--- config.mk ---
export PLATFORM = sky130hd
export DESIGN_NAME = path_backtrace_flat
export DESIGN_NICKNAME = d
export VERILOG_FILES = /design/src/rtl/path_backtrace_if.sv /design/src/rtl/path_backtrace.sv /design/src/flat_wrapper.sv
export SDC_FILE = /design/constraint.sdc
export NUM_CORES = 1
export LEC_CHECK = 0
export BUFFER_PORTS_ARGS = -buffer_cell sky130_fd_sc_hd__buf_4
export CAP_MARGIN = 0
export CORE_AREA = 4 4 146 148
export DETAILED_ROUTE_END_ITERATION = 10
export DIE_AREA = 0 0 150 152
export HOLD_SLACK_MARGIN = 0.08
export PLACE_DENSITY_LB_ADDON = 0.1
export SLEW_MARGIN = 10
export SYNTH_ARGS = -nofsm -noshare
export SYNTH_HDL_FRONTEND = slang
export SYNTH_SLANG_ARGS = --single-unit
--- constraint.sdc ---
create_clock -name clk -period 2.4 [get_ports clk]
set_clock_uncertainty 0.2 [all_clocks]
set_input_delay 0.12 -clock clk [delete_from_list [all_inputs] [get_ports clk]]
set_output_delay 0.12 -clock clk [all_outputs]
set_load 0.005 [all_outputs]
--- src/rtl/path_backtrace_if.sv ---
// Bundle of the path_backtrace control, explored-RAM read port and path output stream.
// master: the backtrace engine; slave: the surrounding system (RAM mux, output stage).
interface path_backtrace_if;
  logic         start;
  logic [15:0]  goal_node_id;
  logic [15:0]  start_node_id;
  logic [271:0] read_node;
  logic [8:0]   read_address;
  logic         busy;
  logic         path_valid;
  logic         path_ready;
  logic [15:0]  path_node_id;
  logic [15:0]  path_x;
  logic [15:0]  path_y;
  logic         path_last;
  logic [8:0]   path_length;
  logic         done;
  logic         error;

  modport master (
    input  start, goal_node_id, start_node_id, read_node, path_ready,
    output read_address, busy, path_valid, path_node_id, path_x, path_y,
           path_last, path_length, done, error
  );

  modport slave (
    output start, goal_node_id, start_node_id, read_node, path_ready,
    input  read_address, busy, path_valid, path_node_id, path_x, path_y,
           path_last, path_length, done, error
  );
endinterface

--- src/rtl/path_backtrace.sv ---
// path_backtrace: walks parent pointers from the goal node back to the start node by
// linearly scanning the explored-node RAM, emitting each node (goal first) on a
// valid/ready stream.
// node_info word layout: [15:0] node_id, [31:16] parent_node_id, [47:32] x, [63:48] y;
// bits above 63 are not used here.
// Optional build macro PATH_LOOP_GUARD_EN: ends the walk with error once path_length
// reaches MAX_NODES on a non-last beat (cyclic parent chains).
module path_backtrace #(
  parameter int MAX_NODES = 255
) (
  input  logic clk,
  input  logic reset,
  path_backtrace_if.master bus
);

  typedef enum logic [2:0] {
    ST_IDLE, ST_SET_ADDRESS, ST_WAIT_READ, ST_READ, ST_EMIT, ST_NEXT_HOP, ST_DONE
  } state_e;

  localparam logic [8:0] LAST_ADDR = 9'(MAX_NODES - 1);
  localparam logic [8:0] LEN_MAX   = 9'd511;
  localparam logic [8:0] HOP_LIMIT = 9'(MAX_NODES);

  function automatic logic [15:0] node_id_f(input logic [271:0] w);
    return w[15:0];
  endfunction

  function automatic logic [15:0] parent_f(input logic [271:0] w);
    return w[31:16];
  endfunction

  function automatic logic [15:0] x_f(input logic [271:0] w);
    return w[47:32];
  endfunction

  function automatic logic [15:0] y_f(input logic [271:0] w);
    return w[63:48];
  endfunction

  state_e      state_q, state_d;
  logic [15:0] target_q, target_d;
  logic [15:0] end_id_q, end_id_d;
  logic [8:0]  read_address_q, read_address_d;
  logic        busy_q, busy_d;
  logic        path_valid_q, path_valid_d;
  logic [15:0] node_id_q, node_id_d;
  logic [15:0] parent_q, parent_d;
  logic [15:0] x_q, x_d;
  logic [15:0] y_q, y_d;
  logic        path_last_q, path_last_d;
  logic [8:0]  path_length_q, path_length_d;
  logic        done_q, done_d;
  logic        error_q, error_d;
  logic [8:0]  len_inc_s;
  logic        unused_read_bits_s;

  assign unused_read_bits_s = ^bus.read_node[271:64];
  assign len_inc_s = (path_length_q == LEN_MAX) ? path_length_q : path_length_q + 9'd1;

  assign bus.read_address = read_address_q;
  assign bus.busy         = busy_q;
  assign bus.path_valid   = path_valid_q;
  assign bus.path_node_id = node_id_q;
  assign bus.path_x       = x_q;
  assign bus.path_y       = y_q;
  assign bus.path_last    = path_last_q;
  assign bus.path_length  = path_length_q;
  assign bus.done         = done_q;
  assign bus.error        = error_q;

  // State and output registers with synchronous reset (mid-walk reset aborts silently).
  always_ff @(posedge clk) begin
    if (reset) begin
      state_q        <= ST_IDLE;
      target_q       <= 16'd0;
      end_id_q       <= 16'd0;
      read_address_q <= 9'd0;
      busy_q         <= 1'b0;
      path_valid_q   <= 1'b0;
      node_id_q      <= 16'd0;
      parent_q       <= 16'd0;
      x_q            <= 16'd0;
      y_q            <= 16'd0;
      path_last_q    <= 1'b0;
      path_length_q  <= 9'd0;
      done_q         <= 1'b0;
      error_q        <= 1'b0;
    end else begin
      state_q        <= state_d;
      target_q       <= target_d;
      end_id_q       <= end_id_d;
      read_address_q <= read_address_d;
      busy_q         <= busy_d;
      path_valid_q   <= path_valid_d;
      node_id_q      <= node_id_d;
      parent_q       <= parent_d;
      x_q            <= x_d;
      y_q            <= y_d;
      path_last_q    <= path_last_d;
      path_length_q  <= path_length_d;
      done_q         <= done_d;
      error_q        <= error_d;
    end
  end

  // Next-state logic: scan RAM for the current target, emit it, then hop to its parent.
  always_comb begin
    state_d        = state_q;
    target_d       = target_q;
    end_id_d       = end_id_q;
    read_address_d = read_address_q;
    busy_d         = busy_q;
    path_valid_d   = path_valid_q;
    node_id_d      = node_id_q;
    parent_d       = parent_q;
    x_d            = x_q;
    y_d            = y_q;
    path_last_d    = path_last_q;
    path_length_d  = path_length_q;
    done_d         = 1'b0;
    error_d        = error_q;

    case (state_q)
      ST_IDLE: begin
        if (bus.start) begin
          target_d       = bus.goal_node_id;
          end_id_d       = bus.start_node_id;
          read_address_d = 9'd0;
          path_length_d  = 9'd0;
          error_d        = 1'b0;
          busy_d         = 1'b1;
          state_d        = ST_WAIT_READ;
        end else begin
          state_d = ST_IDLE;
        end
      end
      ST_SET_ADDRESS: begin
        read_address_d = read_address_q + 9'd1;
        state_d        = ST_WAIT_READ;
      end
      ST_WAIT_READ: begin
        state_d = ST_READ;
      end
      ST_READ: begin
        if (node_id_f(bus.read_node) == target_q) begin
          node_id_d    = node_id_f(bus.read_node);
          parent_d     = parent_f(bus.read_node);
          x_d          = x_f(bus.read_node);
          y_d          = y_f(bus.read_node);
          path_last_d  = (node_id_f(bus.read_node) == end_id_q) ||
                         (parent_f(bus.read_node) == 16'd0);
          path_valid_d = 1'b1;
          state_d      = ST_EMIT;
        end else if ((node_id_f(bus.read_node) == 16'd0) || (read_address_q == LAST_ADDR)) begin
          error_d = 1'b1;
          done_d  = 1'b1;
          busy_d  = 1'b0;
          state_d = ST_DONE;
        end else begin
          state_d = ST_SET_ADDRESS;
        end
      end
      ST_EMIT: begin
        if (path_valid_q && bus.path_ready) begin
          path_valid_d  = 1'b0;
          path_length_d = len_inc_s;
          if (path_last_q) begin
            done_d  = 1'b1;
            busy_d  = 1'b0;
            state_d = ST_DONE;
`ifdef PATH_LOOP_GUARD_EN
          end else if (len_inc_s >= HOP_LIMIT) begin
            error_d = 1'b1;
            done_d  = 1'b1;
            busy_d  = 1'b0;
            state_d = ST_DONE;
`endif
          end else begin
            state_d = ST_NEXT_HOP;
          end
        end else begin
          state_d = ST_EMIT;
        end
      end
      ST_NEXT_HOP: begin
        target_d       = parent_q;
        read_address_d = 9'd0;
        state_d        = ST_WAIT_READ;
      end
      ST_DONE: begin
        state_d = ST_IDLE;
      end
      default: begin
        state_d      = ST_IDLE;
        busy_d       = 1'b0;
        path_valid_d = 1'b0;
      end
    endcase
  end

`ifndef PATH_LOOP_GUARD_EN
  logic unused_hop_limit_s;
  assign unused_hop_limit_s = ^HOP_LIMIT;
`endif

endmodule
--- src/flat_wrapper.sv ---
// flat-port wrapper written by rule: the top's interface ports become plain ports
module path_backtrace_flat 
#(
  parameter int MAX_NODES = 255
)
  (clk, reset, bus_start, bus_goal_node_id, bus_start_node_id, bus_read_node, bus_path_ready, bus_read_address, bus_busy, bus_path_valid, bus_path_node_id, bus_path_x, bus_path_y, bus_path_last, bus_path_length, bus_done, bus_error);
  path_backtrace_if bus_i ();
  input  logic clk;
  input  logic reset;
  input wire logic [$bits(bus_i.start)-1:0] bus_start;
  input wire logic [$bits(bus_i.goal_node_id)-1:0] bus_goal_node_id;
  input wire logic [$bits(bus_i.start_node_id)-1:0] bus_start_node_id;
  input wire logic [$bits(bus_i.read_node)-1:0] bus_read_node;
  input wire logic [$bits(bus_i.path_ready)-1:0] bus_path_ready;
  output wire logic [$bits(bus_i.read_address)-1:0] bus_read_address;
  output wire logic [$bits(bus_i.busy)-1:0] bus_busy;
  output wire logic [$bits(bus_i.path_valid)-1:0] bus_path_valid;
  output wire logic [$bits(bus_i.path_node_id)-1:0] bus_path_node_id;
  output wire logic [$bits(bus_i.path_x)-1:0] bus_path_x;
  output wire logic [$bits(bus_i.path_y)-1:0] bus_path_y;
  output wire logic [$bits(bus_i.path_last)-1:0] bus_path_last;
  output wire logic [$bits(bus_i.path_length)-1:0] bus_path_length;
  output wire logic [$bits(bus_i.done)-1:0] bus_done;
  output wire logic [$bits(bus_i.error)-1:0] bus_error;
  assign bus_i.start = bus_start;
  assign bus_i.goal_node_id = bus_goal_node_id;
  assign bus_i.start_node_id = bus_start_node_id;
  assign bus_i.read_node = bus_read_node;
  assign bus_i.path_ready = bus_path_ready;
  assign bus_read_address = bus_i.read_address;
  assign bus_busy = bus_i.busy;
  assign bus_path_valid = bus_i.path_valid;
  assign bus_path_node_id = bus_i.path_node_id;
  assign bus_path_x = bus_i.path_x;
  assign bus_path_y = bus_i.path_y;
  assign bus_path_last = bus_i.path_last;
  assign bus_path_length = bus_i.path_length;
  assign bus_done = bus_i.done;
  assign bus_error = bus_i.error;
  path_backtrace #(.MAX_NODES(MAX_NODES)) u_core (.clk(clk), .reset(reset), .bus(bus_i));
endmodule
==> results of run 1 <==
==> cells by family (layout without fill, tap and decap cells) <==
kind of cell    count (synthesis)  count (layout)  synth area share (%)
simple gates                  241             241                  21.4
xor+xnor                       44              44                  7.07
fa+ha+maj                       9               9                  2.07
buf+inv                        64             328                  5.42
flops                         122             122                  44.8
compound gates                191             191                  19.3
==> synth_stat cells, types with 3 or more instances <==
library cell | instances | area [sq um]
dfxtp_1 | 122 | 2440
a21oi_1 | 93 | 465
nand2_1 | 75 | 282
nand3_1 | 71 | 355
o21ai_0 | 67 | 335
clkbuf_1 | 41 | 154
nor2_1 | 39 | 146
xnor2_1 | 24 | 210
xor2_1 | 20 | 175
a311oi_1 | 16 | 140
nor4_1 | 14 | 87.6
nand4_1 | 13 | 81.3
ha_1 | 9 | 113
inv_1 | 8 | 30.0
buf_2 | 6 | 30.0
buf_6 | 5 | 56.3
nor2b_1 | 4 | 25.0
nor3_1 | 4 | 20.0
nand2b_1 | 3 | 18.8
nor3b_1 | 3 | 22.5
==> flip-flops by register name (all words and copies together) (netlist names), 9 cells and up <==
signal                   count
u_core.parent_q             16
u_core.end_id_q             16
u_core.bus.read_address      9
u_core.target_q             16
u_core.bus.path_length       9
u_core.bus.path_y           16
u_core.bus.path_x           16
u_core.bus.path_node_id     16
==> timing repair <==
action / in CTS / in global routing
endpoints found under the hold margin: 107 / 0
setup endpoints to repair: 0 / 10
hold buffers: 99 / 0
resized for setup: 0 / 6
==> power breakdown <==
group	internal, mW	switching [mW]
clock network	1.55	0.966
registers	2.14	0.0837
logic	0.554	0.647
total	4.24	1.70
==> final cells by class <==
class                   count  area [sq um]  area share, %
clock buffers              20           447           5.19
clock inverters            12           125           1.45
repair buffers            288          2480           28.9
flip-flops and latches    122          2440           28.4
inverters                   8          30.0          0.349
well taps                 270           338           3.92
multi-input cells         485          2740           31.9
==> routing by layer <==
metal | share of wire, % | global-route usage, %
met2 | 48 | 27.4
met5 | 0 | 0
met3 | 5.5 | 3.57
met4 | 1.4 | 5.45
met1 | 45 | 22.4
==> worst max-delay path, delay by kind of cell <==
kind | cells | cell delay, ps
AND/OR/NAND/NOR | 3 | 840
AO/OA/AOI/OAI | 1 | 270
buffers and inverters | 3 | 970
XOR/XNOR | 1 | 140
==> through the flow <==
step	setup slack, ps	instances	hold WS, ps	power [mW]
5_1_grt	16.6	1205	289	6.23
4_1_cts	48.7	1205	271	6.00
6_report	135	1205	268	5.94
3_5_place_dp	77.0	1074	178	3.33
3_3_place_gp	95.7	1074	175	3.32
2_1_floorplan	220	671	56.0	2.91
==> worst max path at each step <==
| stage | from | endpoint | slack, ps | depth (start not counted) |
|---|---|---|---|---|
| CTS | u_core.bus.path_length[3] | u_core.bus.path_length[5] | 50 | 10 |
| floorplan | u_core.bus.path_length[0] | u_core.bus.path_length[7] | 220 | 9 |
| global placement | u_core.bus.path_length[0] | u_core.bus.path_length[7] | 100 | 9 |
| global route | bus_read_node[5] | u_core.bus.error | 20 | 8 |
| detailed placement | u_core.bus.path_length[3] | u_core.bus.path_length[7] | 80 | 10 |
| finish | bus_read_node[5] | u_core.bus.error | 130 | 8 |
==> impl_results.md, run 1 <==
* Leakage at 3.36 nW
* Cell row count at 52
* Vias in the first global route at 5,870
* Peak supply drop at 0.000496 V
* Post-synth EDFFs at 0
* WHS Path Cells at 2
* Critical setup path kind: input port to register
* CTS tree: done
* WP data required at 2510 ps
* CTS Sinks at 122
* Final Cycle Share at 94.4%
* Cell area power density at 690 nW/um^2
* Hold Startpoint: u_core.end_id_q[12]
* Post-DP HPWL at 13,000 um
* Via Count at 5,813
* GRT Util Overall at 16.9%
* Finish-stage setup viols at 0
* Ys async rst share at 0%
* Fin area at 8610 sq um
* Max FO, Critical Path at 67
* Worst slew pin tran at 482 ps
* Fillers at 2,003
* Largest net degree at the start of global routing at 88
* Sequential share of the synthesized area at 44.8%
* Synthesized area at 5450 sq um
* Core region area at 20,000 sq um
* Area growth syn-to-layout at 58.0%
* Routed WL per cell at 16.2 um
* Pins over their slew limit at 0
* Port Buffers at 170
* CP Cell Sequence: dlygate4sd3_1, buf_4, xor2_1, nor4_1, nand4_1, buf_12, and2_1, o31a_1
* Arrival time at the worst endpoint at 2370 ps
* Commonest cells after routing, fill and taps aside: buf_4, dfxtp_1, dlygate4sd3_1, a21oi_1, nand2_1
* Origin of the critical flop-to-flop path: u_core.bus.path_length[0]
* Yosys warns at 0
* Status: finished, final reports clean
* Final ANT Viol Nets at 0
* CP max-delay cell: dlygate4sd3_1
* Final Wtd Congestion at 0.804
* Ant diodes at 0
* Crit start category: input port
* Min-Delay Path Class: register to register
* Critical R2R Capture: u_core.bus.path_length[5]
* Die H at 152 um
* Initial Util at 27.2%
* Worst Reg-to-Reg Cells at 9
* Die width at 150 um
* RSZ-0062 raised after global routing: false
* Maximum buffer depth of the clock tree at 2
* Postcts setup bufs at 0
* Syn nets at 988
* Highest clock rate at 0.441 GHz
* Clock transition at path regs at 60 ps
* Share of cells above drive strength 1 at 24.9%
* R2r setup slk at 190 ps
* Via/cell ratio at 4.82
* Commonest non-fill, non-tap cell in the layout: buf_4
* H-Tree Depth at 4
* Synthesized flop and latch total at 122
* Slew margin rel. at 67.6%
* Grt ovf at 0
* CTS root buf: clkbuf_16
* WHS Endpoint: u_core.end_id_q[12]
* TritonCTS buffer count at 17
* Max-Cap Viols at 0
* Router iterations before antenna repair at 4
* Syn_area_per_cell at 8.12 sq um
* Post-Place Cell Area at 7030 sq um
* Die area at 22,800 sq um
* Final-report hold violation count at 0
* First DRT Iteration DRCs at 391
* Critical Path Max Stage Delay at 540 ps
* Post-detailed-route DRC marker count at 0
* Synthesized instance count at 671
* Final Util at 43.0%
* Ys flop type: dfxtp_1
* Min Tclk post-route at 2270 ps
* Yosys cell types at 43
* Clk Latency, worst-skew pair at 430 ps
* Crit. End Element: register
* First-pass GRT wire length at 31,000 um
* Initial antenna violation count at 0
* Final net count at 1,239
* Setup TNS at 0 ps
* Routed wire length at 19,500 um
* I/O pin total at 379
Power figures use the tool's default switching activity.
==> run 2: changes to the inputs <==
--- a/config.mk
+++ b/config.mk
@@ -8,6 +8,7 @@
 export BUFFER_PORTS_ARGS = -buffer_cell sky130_fd_sc_hd__buf_4
 export CAP_MARGIN = 0
 export CORE_AREA = 4 4 146 148
+export CTS_BUF_LIST = sky130_fd_sc_hd__clkbuf_16
 export DETAILED_ROUTE_END_ITERATION = 10
 export DIE_AREA = 0 0 150 152
 export HOLD_SLACK_MARGIN = 0.08
@@ -16,3 +17,4 @@
 export SYNTH_ARGS = -nofsm -noshare
 export SYNTH_HDL_FRONTEND = slang
 export SYNTH_SLANG_ARGS = --single-unit
+export TNS_END_PERCENT = 100
==> impl_results.md, run 2 (synthesized netlist as in run 1, its figures left out) <==
* Status: finished, final reports clean (unchanged)
* Min-Delay Path Class: register to register (unchanged)
* Routed WL per cell at 16.2 um (about the same)
* Routed wire length at 19,500 um (about the same)
* Crit start category: input port (unchanged)
* CP top delay family: buffers and inverters (unchanged)
* H-Tree Depth at 4 (unchanged)
* First DRT Iteration DRCs at 369 (was 391)
* Clock transition at path regs at 60 ps (about the same)
* Share of cells above drive strength 1 at 24.8% (was 24.9%)
* WHS Path Cells at 2 (unchanged)
* CP max-delay cell: dlygate4sd3_1 (unchanged)
* Min Tclk post-route at 2280 ps (was 2270 ps)
* First-pass GRT wire length at 31,000 um (about the same)
* Clk Latency, worst-skew pair at 420 ps (was 430 ps)
* Final Util at 42.9% (was 43.0%)
* Port Buffers at 170 (unchanged)
* Maximum buffer depth of the clock tree at 2 (unchanged)
* Commonest cells after routing, fill and taps aside: buf_4, dfxtp_1, dlygate4sd3_1, a21oi_1, nand2_1 (unchanged)
* Core region area at 20,000 sq um (unchanged)
* Largest net degree at the start of global routing at 88 (unchanged)
* Highest clock rate at 0.438 GHz (was 0.441 GHz)
* R2r setup slk at 190 ps (about the same)
* Setup TNS at 0 ps (unchanged)
* RSZ-0062 raised after global routing: false (unchanged)
* Initial antenna violation count at 0 (unchanged)
* Initial Util at 27.2% (unchanged)
* Ant diodes at 0 (unchanged)
* Final Cycle Share at 95.0% (was 94.4%)
* Leakage at 3.37 nW (was 3.36 nW)
* Final-report hold violation count at 0 (unchanged)
* Final net count at 1,239 (unchanged)
* Router iterations before antenna repair at 5 (was 4)
* Critical setup path kind: input port to register (unchanged)
* Post-DP HPWL at 13,000 um (unchanged)
* CTS tree: done (unchanged)
* Die H at 152 um (unchanged)
* Area growth syn-to-layout at 57.8% (was 58.0%)
* CP Cell Sequence: dlygate4sd3_1, buf_4, xor2_1, nor4_1, nand4_1, buf_12, and2_1, o31a_1 (unchanged)
* Peak supply drop at 0.000494 V (was 0.000496 V)
* TritonCTS buffer count at 17 (unchanged)
* Origin of the critical flop-to-flop path: u_core.bus.path_length[0] (unchanged)
* Worst slew pin tran at 489 ps (was 482 ps)
* Cell area power density at 686 nW/um^2 (was 690 nW/um^2)
* CTS Sinks at 122 (unchanged)
* Commonest non-fill, non-tap cell in the layout: buf_4 (unchanged)
* GRT Util Overall at 16.9% (about the same)
* Pins over their slew limit at 0 (unchanged)
* Critical R2R Capture: u_core.bus.path_length[5] (unchanged)
* Arrival time at the worst endpoint at 2390 ps (was 2370 ps)
* Post-detailed-route DRC marker count at 0 (unchanged)
* Worst Reg-to-Reg Cells at 9 (unchanged)
* Sequential Area at 2440 sq um (unchanged)
* Fillers at 2,004 (was 2,003)
* Slew margin rel. at 67.1% (was 67.6%)
* CTS root buf: clkbuf_16 (unchanged)
* Postcts setup bufs at 0 (unchanged)
* Grt ovf at 0 (unchanged)
* WP buf/inv at 3 (unchanged)
* Finish-stage setup viols at 0 (unchanged)
* Final ANT Viol Nets at 0 (unchanged)
* WHS Endpoint: u_core.end_id_q[12] (unchanged)
* Footprint of the multi-input gates at 2740 sq um (unchanged)
* Vias in the first global route at 5,876 (was 5,870)
* Cell row count at 52 (unchanged)
* Critical Path Max Stage Delay at 540 ps (about the same)
* Via Count at 5,812 (was 5,813)
* Crit. End Element: register (unchanged)
* Hold Startpoint: u_core.end_id_q[12] (unchanged)
* Final Wtd Congestion at 0.804 (unchanged)
* I/O pin total at 379 (unchanged)
* Max-Cap Viols at 0 (unchanged)
* Max FO, Critical Path at 67 (unchanged)
* Die area at 22,800 sq um (unchanged)
* Via/cell ratio at 4.82 (about the same)
* Die width at 150 um (unchanged)
* WP data required at 2510 ps (about the same)
[run 2: worst min-delay path: stages, from the launching register on]
cell     delay [ps]
dfxtp_1         320
nand2_1          50
a21oi_1          50
[run 2: how the worst max path moves through the flow]
stage | slack (ps) | endpoint | startpoint | depth (start not counted)
5_1_grt | 20 | u_core.bus.error | bus_read_node[5] | 8
2_1_floorplan | 220 | u_core.bus.path_length[7] | u_core.bus.path_length[0] | 9
4_1_cts | 50 | u_core.bus.path_length[5] | u_core.bus.path_length[3] | 10
3_3_place_gp | 100 | u_core.bus.path_length[7] | u_core.bus.path_length[0] | 9
3_5_place_dp | 80 | u_core.bus.path_length[7] | u_core.bus.path_length[3] | 10
6_report | 120 | u_core.bus.error | bus_read_node[5] | 8
[run 2: cell type report]
type                            count  share of cell area [%]
Clock inverter                     15                    1.59
Tap cell                          270                    3.93
Sequential cell                   122                    28.4
Timing Repair Buffer              288                    28.9
Clock buffer                       17                    4.95
Multi-Input combinational cell    485                    31.9
Inverter                            8                   0.349
[run 2: report_power, final]
group	switching (mW)	internal, mW	leakage, nW
registers	0.0841	2.14	0.989
clock network	0.965	1.51	0.278
logic	0.647	0.554	2.10
[run 2: metrics by stage]
stage	setup slack (ps)	total power, mW	hold slack [ps]	instances	cell area, sq um
2_1_floorplan	220	2.91	56.0	671	5450
3_3_place_gp	95.7	3.32	175	1074	7030
3_5_place_dp	77.0	3.33	178	1074	7030
4_1_cts	48.7	5.96	271	1205	8580
5_1_grt	15.6	6.19	289	1205	8600
6_report	119	5.90	268	1205	8600
[run 2: metal layers]
layer,part of all wire (%),global-route usage (%),vias up
met5,0,0,-
met3,5.4,3.57,21
met2,47,27.3,180
li1,-,-,2869
met4,1.4,5.45,0
met1,46,22.5,2742
[run 2: what timing repair did]
action | 4_1_cts | 5_1_grt
hold buffers | 99 | 0
gates resized for setup | 0 | 6
setup endpoints to repair | 0 | 10
hold endpoints to repair | 107 | 0
